==> src/rtl/ex_mdu.sv <==
// ex_mdu: multi-cycle execute unit.
// Integer ALU ops finish in one cycle. MUL/MULH/MULHSU/MULHU use an iterative
// shift-add multiplier. DIV/DIVU/REM/REMU use an iterative restoring divider.
// Valid/ready handshakes on both sides. One instruction is held at a time.
// Optional macro EX_MDU_FAST_MUL_EN: replaces the shift-add multiplier with a
// single array multiplier plus one pipeline register (2-cycle MUL latency).
module ex_mdu #(
    parameter int XLEN    = 32,
    parameter int RADDR_W = 5
) (
    input  logic               clk,
    input  logic               rst,
    input  logic               flush_i,
    input  logic               valid_i,
    output logic               ready_o,
    input  logic [4:0]         op_i,
    input  logic [XLEN-1:0]    op1_i,
    input  logic [XLEN-1:0]    op2_i,
    input  logic [RADDR_W-1:0] waddr_i,
    input  logic               we_i,
    output logic               valid_o,
    input  logic               ready_i,
    output logic [RADDR_W-1:0] waddr_o,
    output logic               we_o,
    output logic [XLEN-1:0]    wdata_o
);
    localparam int SHW  = $clog2(XLEN);
    localparam int CNTW = $clog2(XLEN) + 1;

    localparam logic [4:0] OP_ADD    = 5'd0;
    localparam logic [4:0] OP_SUB    = 5'd1;
    localparam logic [4:0] OP_SLL    = 5'd2;
    localparam logic [4:0] OP_SLT    = 5'd3;
    localparam logic [4:0] OP_SLTU   = 5'd4;
    localparam logic [4:0] OP_XOR    = 5'd5;
    localparam logic [4:0] OP_SRL    = 5'd6;
    localparam logic [4:0] OP_SRA    = 5'd7;
    localparam logic [4:0] OP_OR     = 5'd8;
    localparam logic [4:0] OP_AND    = 5'd9;
    localparam logic [4:0] OP_MUL    = 5'd10;
    localparam logic [4:0] OP_MULH   = 5'd11;
    localparam logic [4:0] OP_MULHSU = 5'd12;
    localparam logic [4:0] OP_MULHU  = 5'd13;
    localparam logic [4:0] OP_DIV    = 5'd14;
    localparam logic [4:0] OP_DIVU   = 5'd15;
    localparam logic [4:0] OP_REM    = 5'd16;
    localparam logic [4:0] OP_REMU   = 5'd17;

    localparam logic [XLEN-1:0]   ZERO_X  = {XLEN{1'b0}};
    localparam logic [XLEN-1:0]   ONES_X  = {XLEN{1'b1}};
    localparam logic [2*XLEN-1:0] ZERO_2X = {(2*XLEN){1'b0}};
    localparam logic [CNTW-1:0]   CNT_ZERO = {CNTW{1'b0}};
    localparam logic [CNTW-1:0]   CNT_ONE  = CNTW'(1);
    localparam logic [CNTW-1:0]   CNT_DIV_FIX = CNTW'(XLEN);

    typedef enum logic [1:0] {
        ST_IDLE = 2'd0,
        ST_BUSY = 2'd1,
        ST_DONE = 2'd2
    } state_t;

    state_t            state_r;
    logic [4:0]        op_r;
    logic [CNTW-1:0]   cnt_r;
    logic              neg_r;      // product / quotient must be negated
    logic              rneg_r;     // remainder must be negated
    logic              div0_r;     // divisor was zero
    logic [XLEN-1:0]   op1_r;      // original dividend, returned as remainder on /0
    logic [2*XLEN-1:0] acc_r;      // product accumulator (or registered product)
    logic [XLEN-1:0]   rem_r;      // partial remainder
    logic [XLEN-1:0]   quo_r;      // dividend shifting out / quotient shifting in
    logic [XLEN-1:0]   dvsr_r;     // divisor magnitude
`ifndef EX_MDU_FAST_MUL_EN
    localparam logic [CNTW-1:0] CNT_MUL_LAST = CNTW'(XLEN - 1);
    logic [2*XLEN-1:0] mcand_r;    // multiplicand, shifted left each step
    logic [XLEN-1:0]   mplier_r;   // multiplier, shifted right each step
    logic [2*XLEN-1:0] acc_nxt_s;
`endif

    logic              accept_s;
    logic              is_mul_s;
    logic              is_div_s;
    logic              sgn1_s;
    logic              sgn2_s;
    logic [XLEN-1:0]   mag1_s;
    logic [XLEN-1:0]   mag2_s;
    logic [2*XLEN-1:0] prod_s;
    logic [2*XLEN-1:0] prod_sgn_s;
    logic [XLEN-1:0]   mul_res_s;
    logic [XLEN:0]     rem_sh_s;
    logic [XLEN:0]     diff_s;
    logic [XLEN-1:0]   quo_fix_s;
    logic [XLEN-1:0]   rem_fix_s;
    logic [XLEN-1:0]   div_res_s;

    // Single-cycle integer ALU; unknown opcodes yield zero.
    function automatic logic [XLEN-1:0] alu_f(input logic [4:0] op,
                                              input logic [XLEN-1:0] a,
                                              input logic [XLEN-1:0] b);
        logic [SHW-1:0] sh;
        sh = b[SHW-1:0];
        case (op)
            OP_ADD:  alu_f = a + b;
            OP_SUB:  alu_f = a - b;
            OP_SLL:  alu_f = a << sh;
            OP_SLT:  alu_f = {{(XLEN-1){1'b0}}, ($signed(a) < $signed(b))};
            OP_SLTU: alu_f = {{(XLEN-1){1'b0}}, (a < b)};
            OP_XOR:  alu_f = a ^ b;
            OP_SRL:  alu_f = a >> sh;
            OP_SRA:  alu_f = $signed(a) >>> sh;
            OP_OR:   alu_f = a | b;
            OP_AND:  alu_f = a & b;
            default: alu_f = ZERO_X;
        endcase
    endfunction

    // Handshake: flush discards an op offered in the same cycle.
    assign ready_o  = (state_r == ST_IDLE) | ((state_r == ST_DONE) & ready_i);
    assign accept_s = valid_i & ready_o & ~flush_i;

    // Incoming op decode: class, operand signs and magnitudes.
    always_comb begin
        is_mul_s = 1'b0;
        is_div_s = 1'b0;
        sgn1_s   = 1'b0;
        sgn2_s   = 1'b0;
        if ((op_i >= OP_MUL) && (op_i <= OP_MULHU)) begin
            is_mul_s = 1'b1;
        end else if ((op_i >= OP_DIV) && (op_i <= OP_REMU)) begin
            is_div_s = 1'b1;
        end else begin
            is_mul_s = 1'b0;
            is_div_s = 1'b0;
        end
        case (op_i)
            OP_MULH, OP_DIV, OP_REM: begin
                sgn1_s = op1_i[XLEN-1];
                sgn2_s = op2_i[XLEN-1];
            end
            OP_MULHSU: begin
                sgn1_s = op1_i[XLEN-1];
                sgn2_s = 1'b0;
            end
            default: begin
                sgn1_s = 1'b0;
                sgn2_s = 1'b0;
            end
        endcase
        mag1_s = sgn1_s ? (ZERO_X - op1_i) : op1_i;
        mag2_s = sgn2_s ? (ZERO_X - op2_i) : op2_i;
    end

    // Multiplier and divider step / finishing logic.
    always_comb begin
`ifdef EX_MDU_FAST_MUL_EN
        prod_s = acc_r;
`else
        acc_nxt_s = mplier_r[0] ? (acc_r + mcand_r) : acc_r;
        prod_s    = acc_nxt_s;
`endif
        prod_sgn_s = neg_r ? (ZERO_2X - prod_s) : prod_s;
        if (op_r == OP_MUL) begin
            mul_res_s = prod_sgn_s[XLEN-1:0];
        end else begin
            mul_res_s = prod_sgn_s[2*XLEN-1:XLEN];
        end
        rem_sh_s  = {rem_r, quo_r[XLEN-1]};
        diff_s    = rem_sh_s - {1'b0, dvsr_r};
        quo_fix_s = div0_r ? ONES_X : (neg_r ? (ZERO_X - quo_r) : quo_r);
        rem_fix_s = div0_r ? op1_r : (rneg_r ? (ZERO_X - rem_r) : rem_r);
        if ((op_r == OP_REM) || (op_r == OP_REMU)) begin
            div_res_s = rem_fix_s;
        end else begin
            div_res_s = quo_fix_s;
        end
    end

    // Control FSM with registered result outputs and iterative datapath.
    always_ff @(posedge clk) begin
        if (rst) begin
            state_r  <= ST_IDLE;
            valid_o  <= 1'b0;
            we_o     <= 1'b0;
            waddr_o  <= {RADDR_W{1'b0}};
            wdata_o  <= ZERO_X;
            op_r     <= 5'd0;
            cnt_r    <= CNT_ZERO;
            neg_r    <= 1'b0;
            rneg_r   <= 1'b0;
            div0_r   <= 1'b0;
            op1_r    <= ZERO_X;
            acc_r    <= ZERO_2X;
            rem_r    <= ZERO_X;
            quo_r    <= ZERO_X;
            dvsr_r   <= ZERO_X;
`ifndef EX_MDU_FAST_MUL_EN
            mcand_r  <= ZERO_2X;
            mplier_r <= ZERO_X;
`endif
        end else if (flush_i) begin
            state_r <= ST_IDLE;
            valid_o <= 1'b0;
        end else begin
            case (state_r)
                ST_IDLE, ST_DONE: begin
                    if (accept_s) begin
                        op_r    <= op_i;
                        waddr_o <= waddr_i;
                        we_o    <= we_i;
                        cnt_r   <= CNT_ZERO;
                        neg_r   <= sgn1_s ^ sgn2_s;
                        rneg_r  <= sgn1_s;
                        div0_r  <= (op2_i == ZERO_X);
                        op1_r   <= op1_i;
                        if (is_mul_s) begin
                            valid_o <= 1'b0;
                            state_r <= ST_BUSY;
`ifdef EX_MDU_FAST_MUL_EN
                            acc_r   <= {ZERO_X, mag1_s} * {ZERO_X, mag2_s};
`else
                            acc_r    <= ZERO_2X;
                            mcand_r  <= {ZERO_X, mag1_s};
                            mplier_r <= mag2_s;
`endif
                        end else if (is_div_s) begin
                            valid_o <= 1'b0;
                            state_r <= ST_BUSY;
                            rem_r   <= ZERO_X;
                            quo_r   <= mag1_s;
                            dvsr_r  <= mag2_s;
                        end else begin
                            wdata_o <= alu_f(op_i, op1_i, op2_i);
                            valid_o <= 1'b1;
                            state_r <= ST_DONE;
                        end
                    end else if ((state_r == ST_DONE) && ready_i) begin
                        valid_o <= 1'b0;
                        state_r <= ST_IDLE;
                    end else begin
                        state_r <= state_r;
                    end
                end
                ST_BUSY: begin
                    if (op_r <= OP_MULHU) begin
`ifdef EX_MDU_FAST_MUL_EN
                        wdata_o <= mul_res_s;
                        valid_o <= 1'b1;
                        state_r <= ST_DONE;
`else
                        if (cnt_r == CNT_MUL_LAST) begin
                            wdata_o <= mul_res_s;
                            valid_o <= 1'b1;
                            state_r <= ST_DONE;
                        end else begin
                            acc_r    <= acc_nxt_s;
                            mcand_r  <= {mcand_r[2*XLEN-2:0], 1'b0};
                            mplier_r <= {1'b0, mplier_r[XLEN-1:1]};
                            cnt_r    <= cnt_r + CNT_ONE;
                        end
`endif
                    end else begin
                        if (cnt_r == CNT_DIV_FIX) begin
                            wdata_o <= div_res_s;
                            valid_o <= 1'b1;
                            state_r <= ST_DONE;
                        end else begin
                            if (diff_s[XLEN] == 1'b0) begin
                                rem_r <= diff_s[XLEN-1:0];
                                quo_r <= {quo_r[XLEN-2:0], 1'b1};
                            end else begin
                                rem_r <= rem_sh_s[XLEN-1:0];
                                quo_r <= {quo_r[XLEN-2:0], 1'b0};
                            end
                            cnt_r <= cnt_r + CNT_ONE;
                        end
                    end
                end
                default: begin
                    state_r <= ST_IDLE;
                    valid_o <= 1'b0;
                end
            endcase
        end
    end

endmodule

==> config.mk <==
export PLATFORM = sky130hd
export DESIGN_NAME = ex_mdu
export DESIGN_NICKNAME = d
export VERILOG_FILES = /design/src/rtl/ex_mdu.sv
export SDC_FILE = /design/constraint.sdc
export NUM_CORES = 2
export LEC_CHECK = 0
export BUFFER_PORTS_ARGS = -buffer_cell sky130_fd_sc_hd__buf_2
export CAP_MARGIN = 20
export CORE_MARGIN = 2
export CORE_UTILIZATION = 30
export CTS_BUF_LIST = sky130_fd_sc_hd__clkbuf_2 sky130_fd_sc_hd__clkbuf_4 sky130_fd_sc_hd__clkbuf_8
export CTS_CLUSTER_SIZE = 40
export DETAILED_ROUTE_END_ITERATION = 7
export PLACE_DENSITY = 0.55
export SLEW_MARGIN = 30
export SYNTH_ARGS = -nofsm -noshare
export SYNTH_HDL_FRONTEND = slang
export SYNTH_SLANG_ARGS = --single-unit
==> constraint.sdc <==
create_clock -name clk -period 11.95 [get_ports clk]
set_clock_uncertainty 0.2 [all_clocks]
set_input_delay 1.195 -clock clk [delete_from_list [all_inputs] [get_ports clk]]
set_output_delay 1.195 -clock clk [all_outputs]
set_load 0.05 [all_outputs]
-- Word-level counts from Yosys, hierarchy flattened
Index checks and enable logic that the tools add are counted.
- bits in registers: 343
- bits in latches: 0
- RAM bits: 0
- memory bits (read-only): 0
- input port bits: 80
- output and inout bits: 40
- logic and storage cells: 173
- memories kept: 0
- $add $sub $neg: 10
- $mul: 0
- div/mod/pow operators: 0
- $lt $le $gt $ge: 7
- eq/ne operators: 34
- shifts and indexed selects: 3
- muxes and demuxes: 73
- bitwise gates (word level): 10
- reductions and logical operators: 19
- operators by type and width (kind ; count):
    32-bit 2-to-1 mux ; 29
    64-bit 2-to-1 mux ; 10
    32-bit case mux with 10 select lines ; 1
    32-bit case mux with 2 select lines ; 4
    64-bit case mux with 2 select lines ; 2
    1-bit by 32-bit subtractor with 32-bit output, first input constant ; 4
    64-bit adder ; 1
    32-bit < comparator ; 2
    1-bit by 64-bit subtractor with 64-bit output, first input constant ; 1
    33-bit by 32-bit subtractor with 33-bit output ; 1
    32-bit adder ; 1
    32-bit bitwise AND ; 1
    32-bit zero test ; 1
    32-bit bitwise OR ; 1
    32-bit by 5-bit << shifter with 32-bit output ; 1
    32-bit by 5-bit right shift with 32-bit output ; 1
    32-bit by 5-bit >>> shifter with 32-bit output ; 1
    32-bit subtractor ; 1
    32-bit XOR ; 1
    5-bit by 4-bit equality test with 1-bit output, second input constant ; 6
    6-bit 2-to-1 mux ; 4
    5-bit by 3-bit equality test with 1-bit output, second input constant ; 4
    2-bit != test, second input constant ; 9
    5-bit equality test, second input constant ; 3
    other kinds (32) ; 66

-- Logic depth before layout (Yosys ltp)
- depth in word-level cells: 8
- depth in mapped cells: 24

-- Worst setup path before layout
OpenSTA, ideal clock, no wires.
- kind: register -> register
- start point: reg mplier_r[0]
- end point: reg wdata_o[12]
- library setup time: 0.078 ns
- data arrival time: 6.387 ns
- data required time: 11.672 ns
- path slack: 5.285 ns
- cell stages (with the launch flop): 25
- path buffers: 12
- period minus slack after synthesis: 6.665 ns
- path through: dfxtp_1 > buf_2 > buf_1 > clkbuf_1 > clkbuf_1 > clkbuf_1 > clkbuf_1 > buf_1 > clkbuf_1 > buf_1 > clkbuf_1 > mux2i_1 > ha_1 > nand2_1 > or3_1 > or2_2 > clkbuf_1 > nor4b_1 > nand4bb_1 > or4b_2 > clkbuf_1 > o31ai_1 > nor3b_1 > nor3_1 > nor3_1
- cells in the longest elaborated chain, start to end: 7
- ends and longest elaborated chain (what ; line ; RTL):
    start: declaration ; 76 ; logic [XLEN-1:0] mplier_r;
    start signal: assignment ; 223 ; mplier_r <= mag2_s;
    start signal: assignment ; 257 ; mplier_r <= {1'b0, mplier_r[XLEN-1:1]};
    64-bit 2-to-1 mux (*) ; 158 ; acc_nxt_s = mplier_r[0] ? (acc_r + mcand_r) : acc_r;
    1-bit by 64-bit subtractor with 64-bit output ; 161 ; prod_sgn_s = neg_r ? (ZERO_2X - prod_s) : prod_s;
    64-bit 2-to-1 mux (*) ; 161 ;
    32-bit 2-to-1 mux (*) ; 162 ; if (op_r == OP_MUL) begin
    32-bit 2-to-1 mux (*) ; 250 ; if (cnt_r == CNT_MUL_LAST) begin
    32-bit 2-to-1 mux (*) ; 244 ; if (op_r <= OP_MULHU) begin
    32-bit case mux with 2 select lines (*) ; 204 ; case (state_r)
    end signal: assignment ; 232 ; wdata_o <= alu_f(op_i, op1_i, op2_i);
    end signal: assignment ; 251 ; wdata_o <= mul_res_s;
    end signal: assignment ; 263 ; wdata_o <= div_res_s;
    end: declaration ; 25 ; output logic [XLEN-1:0] wdata_o
Mark *: on every way between the ends. The rest lies on a longest branch, timed or not. The select of a mux whose other input is x is not followed.
A chain may end at the register's enable or synchronous reset.

-- Worst setup path in the final report
- start point: in op2_i[4]
- end point: reg wdata_o[25]
- cells in the longest elaborated chain, start to end: 6
- elaborated cells between the ends (all ways): 10
- those cells by class: 2 x add/sub; 3 x shift; 5 x mux
- ends and longest elaborated chain (what ; line ; RTL):
    start: declaration ; 18 ; input logic [XLEN-1:0] op2_i,
    32-bit subtractor (tied with other cells) ; 104 ; OP_SUB: alu_f = a - b;
    32-bit case mux with 10 select lines (*) ; 102 ; case (op)
    32-bit 2-to-1 mux (*) ; 225 ; end else if (is_div_s) begin
    32-bit 2-to-1 mux (*) ; 215 ; if (is_mul_s) begin
    32-bit 2-to-1 mux (*) ; 206 ; if (accept_s) begin
    32-bit case mux with 2 select lines (*) ; 204 ;
Marked as above.

==> results.txt <==
----------------------------------------------------
[Yosys]
  Syn Inst Count ... 4862
  Post-synth ARST share ... 0%
  Sequential element share of the synthesized area ... 20.09%
  Number of distinct library cells after synthesis ... 106
  Synth Cell Area ... 34070 µm²
  Count of warnings emitted by yosys ... 0
  Average footprint of a synthesized cell ... 7.008 µm²
  Register bit count reported by yosys ... 342
  Post-synthesis net count ... 5145
  Number of enable-type register cells in the synthesized netlist ... 0
  Synth Flop Type ... sky130_fd_sc_hd__dfxtp_1

[Layout]
  Leading cell types in the layout, fill and taps excluded ... sky130_fd_sc_hd__nor2_1, sky130_fd_sc_hd__nand2_1, sky130_fd_sc_hd__a21oi_1, sky130_fd_sc_hd__dfxtp_1, sky130_fd_sc_hd__o21ai_0
  Share of final-layout standard cells stronger than drive strength 1 ... 9.502%
  Most common cell after layout, fill and taps aside ... sky130_fd_sc_hd__nor2_1
  Area taken by multi-input logic gates ... 25320 µm²
  Fill cell total of the finished layout ... 12288
  Area used by sequential logic in the layout ... 6853 µm²
  Non-Filler Instances ... 6303
  Final-stage net count ... 5034
  Growth of design area from synthesis to finish ... 9.504%

[STA]
  Final hold violations ... 0
  Unrepaired setup endpoints after global routing ... no
  Final total negative setup slack ... 0 ps
  Final Max Tran Viols ... 0
  Crit path time final ... 6265 ps
  Final critical-path setup slack ... 5685 ps
  Share of the cycle needed by the critical path after routing ... 52.43%
  Worst max-slew margin expressed relative to the limit ... 23.98%
  Highest attainable clock frequency ... 0.1596 GHz
  Number of endpoints failing setup at the final stage ... 0
  Worst slew pin tran ... 1112 ps

[Clock network]
  # hold bufs at CTS ... 0
  Post-CTS Setup Repair Bufs ... 0
  Root cell of the clock tree ... sky130_fd_sc_hd__clkbuf_8
  TritonCTS buffer count ... 70
  Number of clock sinks seen by CTS ... 342
  Number of gates resized after CTS ... 0
  Clock tree from TritonCTS ... yes
  H-tree depth ... 3
  Clock latency on the worst-skew pair ... 710 ps
  Maximum number of buffers from clock root to sink ... 3
  Clk pin slew, worst setup/hold paths ... 60 ps

[Status]
  Result of the run ... complete, no violations

[Route]
  Via-to-Cell Ratio ... 6.073
  Detailed Routing Iterations Pass 1 ... 6
  Starting DRT DRC Count ... 4410
  Number of remaining DRC errors ... 0
  Total detailed-routing wirelength ... 164.5 mm
  Mean routed wirelength per cell ... 26.10 µm
  Remaining antenna violation count after routing ... 0
  Vias after detailed routing ... 38279

[Place]
  Final HPWL from detailed placement ... 123.9 mm
  Worst slack at placement ... 5240 ps
  Number of placed cells counting well taps ... 6178
  # port buffers ... 119
  Routability congestion estimate from global placement ... 0.9926

[Setup path]
  Crit path required time ... 12320 ps
  Termination of the worst setup path ... wdata_o[25]
  Worst setup slack for register-to-register paths ... 5710 ps
  Classification of the worst setup path ... input port to flop
  End of the worst register-to-register path ... wdata_o[19]
  Data arrival, critical path ... 6630 ps
  Sort of element at the start of the critical path ... input port
  Launching instance or port of the critical path ... op2_i[4]
  Reg2reg start ... acc_r[0]
  Crit path max fanout ... 60
  Kind of end point of the critical path ... flop
  Worst R2R Path Depth ... 16

[Die]
  Effective utilization at floorplan ... 30.29%
  X dimension of the die ... 341.0 µm
  Number of placement rows ... 123
  Total die area ... 116300 µm²
  Core ar. ... 112500 µm²
  Height of the chip ... 341.0 µm
  Boundary Pins ... 120

[Pwr]
  Total power per unit cell area ... 89.52 nW/µm²
  Max VDD drop ... 75.47 µV
  Overall power after layout ... 3.340 mW
  Leakage component of the power ... 14.40 nW

[Global routing]
  Pin count of the biggest net entering global routing ... 164
  Overall fraction of global-route tracks in use ... 27.24%
  Antenna violations before repair ... 5
  Wire length of the first global-routing pass ... 239.9 mm
  Residual overflow from global routing ... 0
  Via count of the first global-routing pass ... 35186

[Job]
  Max-cap check violation count ... 0

[Min path]
  Class of the worst hold path ... flop to flop

----------------------------------------------------
-- critical path: stages --
cell,delay (ps)
sky130_fd_sc_hd__buf_2,80
sky130_fd_sc_hd__buf_4,510
sky130_fd_sc_hd__inv_1,500
sky130_fd_sc_hd__ha_1,470
sky130_fd_sc_hd__inv_1,140
sky130_fd_sc_hd__nor2_1,70
sky130_fd_sc_hd__o21ai_0,310
sky130_fd_sc_hd__nand2_1,130
sky130_fd_sc_hd__o32ai_1,630
sky130_fd_sc_hd__a21oi_1,250
sky130_fd_sc_hd__o21ai_0,480
sky130_fd_sc_hd__a31oi_1,240
sky130_fd_sc_hd__a221o_1,380
sky130_fd_sc_hd__a2111oi_0,650
sky130_fd_sc_hd__o21ai_0,230
sky130_fd_sc_hd__o21ai_0,230
sky130_fd_sc_hd__a21oi_1,60
-- metal layers --
layer	routed length [µm]	vias to the layer above	track usage (%)
li1	-	17618	-
met1	71090	18434	37.26
met2	69590	1866	40.99
met3	13790	361	4.211
met4	10020	0	14.58
met5	0	-	0
-- synthesized netlist by cell type (94+ instances only) --
cell	number	area, µm²
sky130_fd_sc_hd__mux2i_1	94	940.9
sky130_fd_sc_hd__dfxtp_1	342	6847
sky130_fd_sc_hd__nor2_1	644	2417
sky130_fd_sc_hd__a211oi_1	134	1006
sky130_fd_sc_hd__nand3_1	110	550.5
sky130_fd_sc_hd__nor3_1	131	655.6
sky130_fd_sc_hd__a21oi_1	511	2557
sky130_fd_sc_hd__xnor2_1	141	1235
sky130_fd_sc_hd__nand2_1	519	1948
sky130_fd_sc_hd__ha_1	199	2490
sky130_fd_sc_hd__o21ai_0	315	1577
sky130_fd_sc_hd__clkbuf_1	311	1167
sky130_fd_sc_hd__inv_1	156	585.6
-- cells by family (layout without fill, tap and decap cells) --
logic type	after synthesis	after routing	share of synthesized area [%]
adders and majority gates	203	203	7.543
DFF	342	342	20.09
buffers and inverters	537	474	6.026
and+or+nand+nor	1749	1749	23.20
xor gates and xnor gates	207	207	5.321
AOI/OAI and AO/OA	1679	1679	32.18
other	0	4	0
muxes	145	145	5.637
-- area by class of cell --
class | instances | area share [%]
Sequential cell | 342 | 18.37
Tap cell | 1500 | 5.030
Multi-Input combinational cell | 3983 | 67.87
Timing Repair Buffer | 193 | 3.223
Inverter | 161 | 1.620
Clock inverter | 16 | 0.4259
Clock buffer | 104 | 3.434
Antenna cell | 4 | 0.02683
-- state kept, by name (all words and copies together), names as in the netlist, 6 cells and up --
name / flops
quo_r: 32
mplier_r: 32
rem_r: 32
acc_r: 64
op1_r: 32
wdata_o: 32
cnt_r: 6
mcand_r: 64
dvsr_r: 32
-- per-stage QoR --
step	util, %	hold WS, ps	cell area (µm²)
final	33.17	252.3	37310
after global routing	33.16	268.2	37310
after CTS	33.12	253.7	37260
after detailed placement	31.84	246.3	35820
after global placement	31.82	239.4	35800
after floorplan	-	233.2	34070
-- where the power goes --
group | switching [mW] | internal (mW) | leakage (nW)
clock network | 0.592 | 0.732 | 0.762
logic | 0.575 | 0.260 | 10.9
registers | 0.0221 | 1.16 | 2.77
-- worst min path at each step --
stage / from / endpoint / slack (ps) / cells after the start
after floorplan: op1_r[0] / op1_r[0] / 230 / 2
after global placement: op1_r[15] / op1_r[15] / 240 / 2
after detailed placement: op1_r[2] / op1_r[2] / 250 / 2
after CTS: op1_r[14] / op1_r[14] / 250 / 2
after global routing: op1_r[14] / op1_r[14] / 270 / 2
final: waddr_o[4] / waddr_o[4] / 250 / 2
Power figures use the tool's default switching activity.
